--- src/rtl/axi_mem_if_pkg.sv ---
// ----------------------------------------------------------------------------
// axi_mem_if_pkg
// Shared definitions for the memory-port arbiter:
//   owner_t      - who held the SRAM port on the previous cycle (NONE/RD/WR)
//   rsp_t        - packed pair of read-response pulses (rd, wr)
//   RSP_IDLE     - no response pulse on either side
//   rsp_pulse()  - a granted access produces a response only when it is a read
//                  (CEN low, WEN high)
// ----------------------------------------------------------------------------
package axi_mem_if_pkg;

    typedef enum logic [1:0] {
        OWN_NONE = 2'b00,
        OWN_RD   = 2'b01,
        OWN_WR   = 2'b10
    } owner_t;

    typedef struct packed {
        logic rd;
        logic wr;
    } rsp_t;

    localparam rsp_t RSP_IDLE = '{rd: 1'b0, wr: 1'b0};

    // A response is owed one cycle later only for a granted, enabled read.
    function automatic logic rsp_pulse(input logic granted, input logic cen, input logic wen);
        return granted & ~cen & wen;
    endfunction

endpackage

--- src/rtl/axi_mem_rw_arbiter.sv ---
// ----------------------------------------------------------------------------
// axi_mem_rw_arbiter
// Shares one single-port SRAM between a read controller and a write
// controller. Grants are combinational from the valids plus the registered
// owner/run-length state; a requester may hold the port for at most MAX_RUN
// consecutive grants while the other side is waiting.
//
// Ports
//   clk, rst_n                      clock, asynchronous active-low reset
//   rd_valid_i/cen/wen/a/d/be       read-controller request
//   rd_grant_o                      read controller owns the port this cycle
//   wr_valid_i/cen/wen/a/d/be       write-controller request
//   wr_grant_o                      write controller owns the port this cycle
//   MEM_CEN_o/WEN_o/A_o/D_o/BE_o    SRAM request (active-low CEN/WEN)
//   MEM_Q_i                         SRAM read data
//   rd_q_o, wr_q_o                  read data fanned out to both controllers
//   rd_rsp_o, wr_rsp_o              one-cycle pulse after a granted read
// ----------------------------------------------------------------------------
module axi_mem_rw_arbiter
    import axi_mem_if_pkg::*;
#(
    parameter int MEM_ADDR_WIDTH = 13,
    parameter int DATA_WIDTH     = 64,
    parameter int NUMBYTES       = DATA_WIDTH / 8,
    parameter int MAX_RUN        = 4
) (
    input  logic                      clk,
    input  logic                      rst_n,

    input  logic                      rd_valid_i,
    input  logic                      rd_cen_i,
    input  logic                      rd_wen_i,
    input  logic [MEM_ADDR_WIDTH-1:0] rd_a_i,
    input  logic [DATA_WIDTH-1:0]     rd_d_i,
    input  logic [NUMBYTES-1:0]       rd_be_i,
    output logic                      rd_grant_o,

    input  logic                      wr_valid_i,
    input  logic                      wr_cen_i,
    input  logic                      wr_wen_i,
    input  logic [MEM_ADDR_WIDTH-1:0] wr_a_i,
    input  logic [DATA_WIDTH-1:0]     wr_d_i,
    input  logic [NUMBYTES-1:0]       wr_be_i,
    output logic                      wr_grant_o,

    output logic                      MEM_CEN_o,
    output logic                      MEM_WEN_o,
    output logic [MEM_ADDR_WIDTH-1:0] MEM_A_o,
    output logic [DATA_WIDTH-1:0]     MEM_D_o,
    output logic [NUMBYTES-1:0]       MEM_BE_o,
    input  logic [DATA_WIDTH-1:0]     MEM_Q_i,

    output logic [DATA_WIDTH-1:0]     rd_q_o,
    output logic [DATA_WIDTH-1:0]     wr_q_o,
    output logic                      rd_rsp_o,
    output logic                      wr_rsp_o
);

    localparam int RUN_W = (MAX_RUN < 1) ? 1 : $clog2(MAX_RUN + 1);
    localparam logic [RUN_W-1:0] RUN_MAX  = RUN_W'(MAX_RUN);
    localparam logic [RUN_W-1:0] RUN_ONE  = RUN_W'(32'd1);
    localparam logic [RUN_W-1:0] RUN_ZERO = RUN_W'(32'd0);

    owner_t           owner_r;
    logic [RUN_W-1:0] run_cnt_r;
    rsp_t             rsp_r;

    logic                      rd_gnt_s;
    logic                      wr_gnt_s;
    logic                      mem_cen_s;
    logic                      mem_wen_s;
    logic [MEM_ADDR_WIDTH-1:0] mem_a_s;
    logic [DATA_WIDTH-1:0]     mem_d_s;
    logic [NUMBYTES-1:0]       mem_be_s;

    // Run length after a grant: restart at one when ownership changes,
    // otherwise count up and stick at MAX_RUN.
    function automatic logic [RUN_W-1:0] run_next(input logic same_owner,
                                                  input logic [RUN_W-1:0] cnt);
        if (!same_owner) begin
            return RUN_ONE;
        end else if (cnt >= RUN_MAX) begin
            return RUN_MAX;
        end else begin
            return cnt + RUN_ONE;
        end
    endfunction

    // Grant decision: a lone requester always wins; under contention the
    // reader wins from idle, the owner keeps the port until its run is used
    // up, then the port hands over without a bubble.
    always_comb begin
        rd_gnt_s = 1'b0;
        wr_gnt_s = 1'b0;
        case ({rd_valid_i, wr_valid_i})
            2'b10: rd_gnt_s = 1'b1;
            2'b01: wr_gnt_s = 1'b1;
            2'b11: begin
                case (owner_r)
                    OWN_RD: begin
                        if (run_cnt_r < RUN_MAX) begin
                            rd_gnt_s = 1'b1;
                        end else begin
                            wr_gnt_s = 1'b1;
                        end
                    end
                    OWN_WR: begin
                        if (run_cnt_r < RUN_MAX) begin
                            wr_gnt_s = 1'b1;
                        end else begin
                            rd_gnt_s = 1'b1;
                        end
                    end
                    default: rd_gnt_s = 1'b1;
                endcase
            end
            default: begin
                rd_gnt_s = 1'b0;
                wr_gnt_s = 1'b0;
            end
        endcase
    end

    // SRAM request mux: the granted side drives the port, otherwise the port
    // is parked disabled with zeroed address/data/byte-enables.
    always_comb begin
        mem_cen_s = 1'b1;
        mem_wen_s = 1'b1;
        mem_a_s   = {MEM_ADDR_WIDTH{1'b0}};
        mem_d_s   = {DATA_WIDTH{1'b0}};
        mem_be_s  = {NUMBYTES{1'b0}};
        if (rd_gnt_s) begin
            mem_cen_s = rd_cen_i;
            mem_wen_s = rd_wen_i;
            mem_a_s   = rd_a_i;
            mem_d_s   = rd_d_i;
            mem_be_s  = rd_be_i;
        end else if (wr_gnt_s) begin
            mem_cen_s = wr_cen_i;
            mem_wen_s = wr_wen_i;
            mem_a_s   = wr_a_i;
            mem_d_s   = wr_d_i;
            mem_be_s  = wr_be_i;
        end else begin
            mem_cen_s = 1'b1;
            mem_wen_s = 1'b1;
            mem_a_s   = {MEM_ADDR_WIDTH{1'b0}};
            mem_d_s   = {DATA_WIDTH{1'b0}};
            mem_be_s  = {NUMBYTES{1'b0}};
        end
    end

    // Ownership FSM, run-length counter and response pulses. Reset clears the
    // response register, so a read in flight at reset never reports back.
    always_ff @(posedge clk or negedge rst_n) begin
        if (!rst_n) begin
            owner_r   <= OWN_NONE;
            run_cnt_r <= RUN_ZERO;
            rsp_r     <= RSP_IDLE;
        end else begin
            rsp_r <= '{rd: rsp_pulse(rd_gnt_s, rd_cen_i, rd_wen_i),
                       wr: rsp_pulse(wr_gnt_s, wr_cen_i, wr_wen_i)};
            case (owner_r)
                OWN_NONE, OWN_RD, OWN_WR: begin
                    if (rd_gnt_s) begin
                        owner_r   <= OWN_RD;
                        run_cnt_r <= run_next(owner_r == OWN_RD, run_cnt_r);
                    end else if (wr_gnt_s) begin
                        owner_r   <= OWN_WR;
                        run_cnt_r <= run_next(owner_r == OWN_WR, run_cnt_r);
                    end else begin
                        owner_r   <= OWN_NONE;
                        run_cnt_r <= RUN_ZERO;
                    end
                end
                default: begin
                    owner_r   <= OWN_NONE;
                    run_cnt_r <= RUN_ZERO;
                end
            endcase
        end
    end

    assign rd_grant_o = rd_gnt_s;
    assign wr_grant_o = wr_gnt_s;
    assign MEM_CEN_o  = mem_cen_s;
    assign MEM_WEN_o  = mem_wen_s;
    assign MEM_A_o    = mem_a_s;
    assign MEM_D_o    = mem_d_s;
    assign MEM_BE_o   = mem_be_s;
    assign rd_q_o     = MEM_Q_i;
    assign wr_q_o     = MEM_Q_i;
    assign rd_rsp_o   = rsp_r.rd;
    assign wr_rsp_o   = rsp_r.wr;

endmodule

--- config.mk ---
export PLATFORM = sky130hd
export DESIGN_NAME = axi_mem_rw_arbiter
export DESIGN_NICKNAME = d
export VERILOG_FILES = /design/src/rtl/axi_mem_if_pkg.sv /design/src/rtl/axi_mem_rw_arbiter.sv
export SDC_FILE = /design/constraint.sdc
export NUM_CORES = 1
export LEC_CHECK = 0
export ABC_AREA = 1
export CAP_MARGIN = 20
export CORE_AREA = 4 4 179 181
export DETAILED_ROUTE_END_ITERATION = 16
export DIE_AREA = 0 0 183 185
export DONT_BUFFER_PORTS = 1
export GPL_ROUTABILITY_DRIVEN = 0
export GPL_TIMING_DRIVEN = 0
export PLACE_DENSITY_LB_ADDON = 0.25
export SYNTH_ARGS = -nofsm -noshare
export SYNTH_HDL_FRONTEND = slang
export SYNTH_SLANG_ARGS = --single-unit
export TNS_END_PERCENT = 1
--- constraint.sdc ---
create_clock -name clk -period 1.65 [get_ports clk]
set_input_delay 0.0825 -clock clk [delete_from_list [all_inputs] [get_ports clk]]
set_output_delay 0.0825 -clock clk [all_outputs]
set_load 0.05 [all_outputs]
==> impl_metrics.env, run 1 <==
export IMPL_final_setup_viol_count=89
export IMPL_n_antenna_cell=0
export IMPL_hold_ws_ns=0.01613
export IMPL_yosysUniqueCellTypes=18
export IMPL_placed_area_um2=3902
export IMPL_topRoutingLayerUsed="met4"
export IMPL_fill_cells=3428
export IMPL_synth_seq_cells=7
export IMPL_slew_headroom_pct=68.28
export IMPL_cp_required_ns=1.57
export IMPL_ant_nets=0
export IMPL_remaining_drc_errors=0
export IMPL_power_density_nw_per_um2=745.3
export IMPL_drt_wl_total_um=15650
export IMPL_worstPathArrival_ns=1.96
export IMPL_die_area_um2=33860
export IMPL_fmax_mhz=490.0
export IMPL_clockBufferDepth=2
export IMPL_drive_gt1_share_pct=75.55
export IMPL_rsz0062_at_grt="yes"
export IMPL_drv_slew=0
export IMPL_layout_nets=749
export IMPL_synthToLayoutAreaGrowth_pct=85.62
export IMPL_ir_drop_mv=0.2597
export IMPL_core_um2=30430
export IMPL_path_class="reg2out"
export IMPL_fin_crit_ns=2.041
export IMPL_crit_family="simple AND/OR/NAND/NOR gates"
export IMPL_wl_per_cell_um=17.48
export IMPL_skew_ns=0.0008021
export IMPL_grt_overflow_total=0
export IMPL_cts_tree="built"
export IMPL_critPathMaxStageDelay_ns=0.40
export IMPL_antenna_found_initial=0
export IMPL_p_total_w=0.003817
export IMPL_seq_area_frac_synth_pct=6.349
export IMPL_dr_wl_met2_um=8237
export IMPL_synthTopCellsByArea="buf_4, nand2_1, nand3_1"
export IMPL_p_comb_share_pct=83.5
export IMPL_crit_path_max_fanout=10
export IMPL_netlist_area_um2=2759
export IMPL_synth_nets=723
export IMPL_seqCellArea_um2=176.4
export IMPL_cp_buffers_inverters=4
export IMPL_vias=3087
export IMPL_met3_length_um=1390
export IMPL_p_seq_share_pct=5.8
export IMPL_ys_warn_count=0
export IMPL_h_tree_depth=1
export IMPL_grt_pass1_vias=2898
export IMPL_synthCells=474
export IMPL_path_cells="buf_4, ha_2, nand2_1, nand3_2, nand2_4, clkinv_8, buf_12, buf_8, nand3_2, nand2_4"
export IMPL_num_rows=64
export IMPL_failed_checks="setup timing"
export IMPL_clock_latency_ns=0.23
export IMPL_grt_pass1_wl_um=18620
export IMPL_clock_sinks=7
export IMPL_critPathLaunchType="register"
export IMPL_root_buffer="clkbuf_16"
export IMPL_die_height_um=185
export IMPL_multi_input_area_um2=2635
export IMPL_clock_power_share_pct=10.7
export IMPL_tightest_slew_ns=0.4762
export IMPL_yosys_area_top_type="buf_4"
export IMPL_fin_util_pct=16.83
export IMPL_min_path_type="in2reg"
export IMPL_cp_slowest_cell="dfrtp_1"
export IMPL_outcome="finished, violations left"
export IMPL_final_cell_area_um2=5121
export IMPL_syn_area_per_cell_um2=5.820
export IMPL_internal_power_w=0.001374
export IMPL_hpwl_um=13120
export IMPL_grt_max_degree=11
export IMPL_netlist_area_leader_share_pct=34.83
export IMPL_start_util_pct=9.067
export IMPL_viasPerCell=3.449
export IMPL_port_buffer_count=0
export IMPL_grt_usage_pct=7.284
export IMPL_firstDrtPassIters=4
export IMPL_fp_dieW_um=183
export IMPL_wl_met1_um=5976
export IMPL_switchingPower_w=0.002442
export IMPL_hold_violations=0
export IMPL_cts_clk_slew_worst_paths_ns=0.04
export IMPL_p_leak_nw=2.196
export IMPL_pin_count=461
export IMPL_fin_crit_sh_pct=123.7
export IMPL_swShare_pct=63.99
export IMPL_max_cap_violations=0
export IMPL_end_kind="output port"
export IMPL_setup_ws_ns=-0.3909
export IMPL_drtIter0Drc=67
export IMPL_cts_buffers=3
cells in the final DEF (no fill, tap or decap), drive strengths merged:
cell         Yosys  final
inv              9      8
clkbuf           0      9
nor3             1      1
nor2             8      8
o21ai            4      4
nand4            1      1
clkinv           0      1
dfrtp            7      7
nand3           93     93
ha               7      7
nor3b            1      1
nand2          186    186
dlygate4sd3      0      3
o21a             1      1
buf            156    169
cells in the mapped netlist:
| library cell | n |
|---|---|
| nand2_2 | 2 |
| buf_6 | 17 |
| nand3_2 | 2 |
| dfrtp_1 | 7 |
| nand2_1 | 184 |
| nor2_1 | 8 |
| buf_2 | 11 |
| inv_2 | 4 |
| o21ai_1 | 2 |
| nor3_1 | 1 |
| o21a_1 | 1 |
| nor3b_1 | 1 |
| nand3_1 | 91 |
| ha_1 | 7 |
| nand4_1 | 1 |
| inv_1 | 5 |
| buf_4 | 128 |
| o21ai_0 | 2 |
logic make-up (layout without fill, tap and decap cells):
logic type               Yosys count  after routing  share of synthesized area (%)
flip-flops                         7              7                          6.349
AO/OA/AOI/OAI                      5              5                         0.9979
buffers and inverters            165            190                          44.99
adder cells (fa/ha/maj)            7              7                          3.174
AND/OR/NAND/NOR                  290            290                          44.49
final timing paths:
| kind | start | to | slack, ns | cells after the start |
|---|---|---|---|---|
| worst min-delay path | rd_wen_i | rd_rsp_o | 0.02 | 2 |
| min in group asynchronous | rst_n | owner_r[0] | 0.19 | 1 |
| worst max-delay path | owner_r[0] | MEM_D_o[26] | -0.39 | 10 |
| max in group asynchronous | rst_n | owner_r[1] | 1.19 | 1 |
| worst max register to register | owner_r[0] | run_cnt_r[0] | 0 | 10 |
| worst min register to register | run_cnt_r[0] | run_cnt_r[0] | 0.74 | 4 |
metrics by stage:
step | std cells | TNS (ns) | setup slack [ns]
2_1_floorplan | 474 | -0.6403 | -0.01413
3_3_place_gp | 870 | -33.85 | -0.5084
3_5_place_dp | 870 | -33.47 | -0.5129
4_1_cts | 885 | -36.86 | -0.4750
5_1_grt | 895 | -37.12 | -0.4668
6_report | 895 | -29.67 | -0.3909
layer usage:
metal | vias up | global-route usage, %
met3 | 2 | 1.669
li1 | 1421 | -
met4 | 0 | 0.7151
met2 | 231 | 13.21
met1 | 1433 | 9.126
met5 | - | 0
power by group through the flow:
stage,sequential (W),combinational (W),clock (W)
2_1_floorplan,0.000215,0.00247,0
3_3_place_gp,0.000223,0.00276,0
3_5_place_dp,0.000222,0.00275,0
4_1_cts,0.000220,0.00297,0.000414
5_1_grt,0.000223,0.00332,0.000428
6_report,0.000222,0.00319,0.000409
sequential cells by signal, summed over array words and instances (netlist names):
register   count
run_cnt_r      3
owner_r        2
rd_rsp_o       1
wr_rsp_o       1
worst register-to-register path: cells and delay by family, from the launching register on:
kind | cells | cell delay (ns)
fa+ha+maj | 1 | 0.21
buf+inv | 3 | 0.48
flops | 1 | 0.40
simple gates | 6 | 0.46
final cells by class:
cell class              instances  share of cell area (%)
multi-input cells             302                   51.45
plain buffers                 156                   26.95
well taps                     396                   9.675
repair buffers                 21                   5.717
flip-flops and latches          7                   3.445
clock buffers                   4                   1.539
inverters                       9                   1.222
repair_timing:
| item | 4_1_cts | 5_1_grt |
|---|---|---|
| cloned | 2 | 4 |
| pin swaps | 27 | 65 |
| setup buffers | 6 | 7 |
| hold buffers | 3 | 0 |
| hold endpoints to repair | 9 | 0 |
| endpoints found under the setup margin | 95 | 95 |
| resized for setup | 85 | 108 |
No activity file was read; power rests on OpenSTA's default activity.
==> run 2, diff against run 1 <==
--- a/config.mk
+++ b/config.mk
@@ -13,6 +13,7 @@
 export DONT_BUFFER_PORTS = 1
 export GPL_ROUTABILITY_DRIVEN = 0
 export GPL_TIMING_DRIVEN = 0
+export HOLD_SLACK_MARGIN = 0.02
 export PLACE_DENSITY_LB_ADDON = 0.25
 export SYNTH_ARGS = -nofsm -noshare
 export SYNTH_HDL_FRONTEND = slang
==> impl_metrics.env, run 2 (synthesis gave the netlist of run 1 again) <==
export IMPL_final_cell_area_um2=5131
export IMPL_reg2regPathDepth=10
export IMPL_ir_drop_mv=0.2597
export IMPL_fin_crit_ns=2.039
export IMPL_fp_dieW_um=183
export IMPL_critPathMaxStageDelay_ns=0.40
export IMPL_crit_family="simple AND/OR/NAND/NOR gates"
export IMPL_rsz0062_at_grt="yes"
export IMPL_cp_slowest_cell="dfrtp_1"
export IMPL_p_leak_nw=2.200
export IMPL_p_total_w=0.003817
export IMPL_worstReg2RegStart="owner_r[0]"
export IMPL_antenna_found_initial=0
export IMPL_mostFrequentLayoutCell="buf_4"
export IMPL_regMostFlops="run_cnt_r"
export IMPL_r2r_end="run_cnt_r[0]"
export IMPL_core_um2=30430
export IMPL_root_buffer="clkbuf_16"
export IMPL_drive_gt1_share_pct=75.40
export IMPL_placed_area_um2=3902
export IMPL_crit_start="owner_r[0]"
export IMPL_placed_cells=870
export IMPL_largestRegisters="run_cnt_r: 3 flops, owner_r: 2 flops"
export IMPL_power_density_nw_per_um2=743.9
export IMPL_fin_crit_sh_pct=123.6
export IMPL_n_antenna_cell=0
export IMPL_firstDrtPassIters=4
export IMPL_clockBufferDepth=2
export IMPL_cp_required_ns=1.57
export IMPL_grt_pass1_wl_um=18660
export IMPL_hold_depth=2
export IMPL_layout_nets=750
export IMPL_hpwl_um=13120
export IMPL_fin_cells=896
export IMPL_skew_ns=0.0008018
export IMPL_die_area_um2=33860
export IMPL_wl_per_cell_um=17.49
export IMPL_r2r_slack_ns=0.01
export IMPL_largest_reg_flops=3
export IMPL_worst_hold_path_endpoint="rd_rsp_o"
export IMPL_port_buffer_count=0
export IMPL_cts_buffers=3
export IMPL_worstPathArrival_ns=1.96
export IMPL_vias=3093
export IMPL_cts_clk_slew_worst_paths_ns=0.04
export IMPL_layout_common_cells="buf_4, nand2_4, nand2_1"
export IMPL_fin_tns_setup_ns=-29.57
export IMPL_fill_cells=3427
export IMPL_ant_nets=0
export IMPL_start_util_pct=9.067
export IMPL_clock_latency_ns=0.23
export IMPL_grt_max_degree=11
export IMPL_path_cells="buf_4, ha_2, nand2_1, nand3_2, nand2_4, clkinv_8, buf_12, buf_8, nand3_2, nand2_4"
export IMPL_cp_buffers_inverters=4
export IMPL_setup_ws_ns=-0.3887
export IMPL_outcome="finished, violations left"
export IMPL_grt_usage_pct=7.301
export IMPL_tightest_slew_ns=0.4761
export IMPL_viasPerCell=3.452
export IMPL_drtIter0Drc=62
export IMPL_slew_headroom_pct=68.28
export IMPL_drt_wl_total_um=15670
export IMPL_failed_checks="setup timing"
export IMPL_die_height_um=185
export IMPL_pin_count=461
export IMPL_remaining_drc_errors=0
export IMPL_drv_slew=0
export IMPL_cts_tree="built"
export IMPL_h_tree_depth=1
export IMPL_min_path_type="in2reg"
export IMPL_grt_overflow_total=0
export IMPL_crit_path_max_fanout=10
export IMPL_critPathLaunchType="register"
export IMPL_grt_pass1_vias=2904
export IMPL_final_setup_viol_count=89
export IMPL_clock_sinks=7
export IMPL_synthToLayoutAreaGrowth_pct=85.99
export IMPL_end_kind="output port"
export IMPL_holdCritStartpoint="rd_wen_i"
export IMPL_hold_violations=0
export IMPL_num_rows=64
export IMPL_max_cap_violations=0
export IMPL_fmax_mhz=490.5
export IMPL_path_class="reg2out"
[run 2: cell count changes in the layout (fill, tap and decap cells not counted), sizes merged]
cell / change
dlygate4sd3: +1
[run 2: timing repair]
item                       4_1_cts  5_1_grt
hold endpoints to repair         9        0
gates resized for setup         85      108
gates cloned                     2        4
buffers inserted                 6        7
pin swaps                       27       65
setup endpoints to repair       95       95
hold buffers                     4        0
[run 2: cell type report]
class	instances	area [um2]	share of cell area (%)
Sequential cell	7	176.4	3.438
Clock buffer	4	78.83	1.536
Buffer	156	1380	26.90
Multi-Input combinational cell	302	2635	51.35
Tap cell	396	495.5	9.656
Inverter	9	62.56	1.219
Timing Repair Buffer	22	302.8	5.901
[run 2: where the power goes]
part	switching, W	leakage [nW]	internal (W)
clock	0.0000882	0.0382	0.000321
combinational	0.00232	2.07	0.000863
sequential	0.0000305	0.0887	0.000191
total	0.00244	2.20	0.00138
[run 2: metal layers]
metal	routed length, um	GRT usage [%]
met1	6011	9.150
met2	8257	13.24
met3	1360	1.669
met4	41	0.7151
met5	0	0
[run 2: stage by stage]
stage | utilization, % | hold slack [ns] | setup WS, ns
3_3_place_gp | 12.82 | -0.2127 | -0.5084
2_1_floorplan | - | -0.2131 | -0.01413
4_1_cts | 14.69 | 0.05060 | -0.4750
3_5_place_dp | 12.82 | -0.2127 | -0.5129
6_report | 16.86 | 0.01639 | -0.3887
5_1_grt | 16.86 | 0.02487 | -0.4668
[run 2: worst max path at each step]
stage                        to  slack, ns  cells after the start
global route        MEM_D_o[39]      -0.47                     10
CTS                  MEM_A_o[3]      -0.47                     10
floorplan           MEM_D_o[47]      -0.01                      9
global placement    MEM_D_o[38]      -0.51                     10
detailed placement  MEM_D_o[38]      -0.51                     10
finish              MEM_D_o[26]      -0.39                     10
[run 2: worst register-to-register path, delay by kind of cell (launching register included)]
| family | cells | cell delay, ns |
|---|---|---|
| buffers and inverters | 3 | 0.47 |
| and+or+nand+nor | 6 | 0.45 |
| adders and majority gates | 1 | 0.21 |
| DFF | 1 | 0.40 |
==> run 3, diff against run 2 <==
--- a/config.mk
+++ b/config.mk
@@ -12,9 +12,9 @@
 export DIE_AREA = 0 0 183 185
 export DONT_BUFFER_PORTS = 1
 export GPL_ROUTABILITY_DRIVEN = 0
-export GPL_TIMING_DRIVEN = 0
 export HOLD_SLACK_MARGIN = 0.02
 export PLACE_DENSITY_LB_ADDON = 0.25
+export SETUP_SLACK_MARGIN = 0.3
 export SYNTH_ARGS = -nofsm -noshare
 export SYNTH_HDL_FRONTEND = slang
 export SYNTH_SLANG_ARGS = --single-unit
==> impl_metrics.env, run 3 (synthesis gave the netlist of run 1 again) <==
export IMPL_die_area_um2=33860
export IMPL_viasPerCell=3.440
export IMPL_vias=2611
export IMPL_final_setup_viol_count=94
export IMPL_largestRegisters="run_cnt_r: 3 flops, owner_r: 2 flops"
export IMPL_power_density_nw_per_um2=762.3
export IMPL_cts_clk_slew_worst_paths_ns=0.04
export IMPL_topRoutingLayerUsed="met5"
export IMPL_fin_crit_ns=1.986
export IMPL_mostFrequentLayoutCell="nand2_4"
export IMPL_antenna_found_initial=1
export IMPL_fmax_mhz=503.6
export IMPL_grt_pass1_vias=2401
export IMPL_hpwl_um=9862
export IMPL_crit_path_max_fanout=10
export IMPL_setup_ws_ns=-0.3355
export IMPL_fill_cells=3496
export IMPL_max_cap_violations=0
export IMPL_num_rows=64
export IMPL_critPathLaunchType="register"
export IMPL_clock_latency_ns=0.23
export IMPL_remaining_drc_errors=0
export IMPL_outcome="finished, violations left"
export IMPL_min_path_type="in2reg"
export IMPL_regMostFlops="run_cnt_r"
export IMPL_tightest_slew_ns=0.5160
export IMPL_grt_overflow_total=0
export IMPL_worstPathArrival_ns=1.90
export IMPL_drtIter0Drc=98
export IMPL_skew_ns=0.001338
export IMPL_pin_count=461
export IMPL_synthToLayoutAreaGrowth_pct=32.47
export IMPL_n_antenna_cell=0
export IMPL_grt_max_degree=47
export IMPL_clock_sinks=7
export IMPL_h_tree_depth=1
export IMPL_dr_wl_met2_um=6999
export IMPL_drt_wl_total_um=14120
export IMPL_drive_gt1_share_pct=53.17
export IMPL_grt_usage_pct=5.911
export IMPL_fin_crit_sh_pct=120.3
export IMPL_p_leak_nw=1.449
export IMPL_largest_reg_flops=3
export IMPL_grt_pass1_wl_um=15350
export IMPL_drv_slew=0
export IMPL_slew_headroom_pct=65.63
export IMPL_path_class="reg2out"
export IMPL_cts_buffers=3
export IMPL_layout_common_cells="nand2_4, nand2_1, nand3_1"
export IMPL_port_buffer_count=0
export IMPL_die_height_um=185
export IMPL_hold_violations=0
export IMPL_cts_tree="built"
export IMPL_rsz0062_at_grt="yes"
export IMPL_placed_cells=738
export IMPL_layout_nets=613
export IMPL_firstDrtPassIters=4
export IMPL_wl_per_cell_um=18.61
export IMPL_cp_required_ns=1.57
export IMPL_end_kind="output port"
export IMPL_start_util_pct=9.067
export IMPL_core_um2=30430
export IMPL_wl_met1_um=4976
export IMPL_failed_checks="setup timing"
export IMPL_ant_nets=0
export IMPL_met3_length_um=1775
export IMPL_ir_drop_mv=0.2507
export IMPL_root_buffer="clkbuf_16"
export IMPL_clockBufferDepth=2
export IMPL_fp_dieW_um=183
export IMPL_fin_cells=759
export IMPL_p_total_w=0.002786
[run 3: cell count changes in the layout (fill, tap and decap cells not counted), sizes merged]
cell         change
clkbuf           +1
buf            -137
inv              +1
dlygate4sd3      -1
clkinv           -1
[run 3: layer usage]
layer,up-vias,global-route usage [%]
li1,1141,-
met1,1195,6.018
met2,227,10.56
met3,46,2.946
met4,2,1.996
met5,-,0
[run 3: layout make-up]
cell class	count	area, um2	share of cell area, %
Sequential cell	7	175.2	4.793
Timing Repair Buffer	41	626.9	17.15
Tap cell	396	495.5	13.56
Inverter	9	46.29	1.267
Multi-Input combinational cell	302	2232	61.07
Clock buffer	4	78.83	2.157
[run 3: power by group]
part,internal [W],switching (W),total (W)
clock,0.000321,0.0000885,0.000410
sequential,0.000191,0.0000231,0.000214
combinational,0.000571,0.00159,0.00216
[run 3: repair_timing]
item / CTS / global route
pin swaps: 13 / 39
endpoints found under the setup margin: 95 / 96
endpoints found under the hold margin: 9 / 0
hold buffers: 3 / 0
gates resized for setup: 29 / 44
gates cloned: 1 / 8
buffers inserted: 1 / 4
[run 3: critical path, stage by stage, from the launching register on]
cell and delay [ns]:
dfrtp_1 0.40, ha_1 0.30, nor2_2 0.09, nand3_2 0.14
nand2_8 0.15, buf_12 0.13, clkbuf_16 0.16, nand3_1 0.12
nand2_4 0.18
[run 3: worst paths after layout]
| kind | startpoint | endpoint | slack (ns) | cells past startpoint |
|---|---|---|---|---|
| max in group asynchronous | rst_n | run_cnt_r[0] | 1.21 | 1 |
| hold reg to reg | run_cnt_r[2] | run_cnt_r[1] | 0.71 | 5 |
| setup reg to reg | owner_r[1] | run_cnt_r[2] | -0.28 | 11 |
| setup / recovery | owner_r[1] | MEM_D_o[29] | -0.34 | 8 |
| min in group asynchronous | rst_n | run_cnt_r[1] | 0.19 | 1 |
| hold / removal | wr_wen_i | wr_rsp_o | 0.03 | 1 |
[run 3: stage by stage]
step | TNS, ns | hold WS, ns | setup WS, ns | cell area (um2) | utilization [%]
floorplan | -0.4912 | -0.2131 | -0.01207 | 3417 | -
global placement | -6.193 | -0.2127 | -0.1525 | 2988 | 9.819
detailed placement | -4.397 | -0.2128 | -0.1469 | 2988 | 9.819
CTS | -29.16 | 0.02399 | -0.3766 | 3232 | 10.62
global route | -35.71 | 0.03358 | -0.4209 | 3655 | 12.01
finish | -27.42 | 0.03203 | -0.3355 | 3655 | 12.01
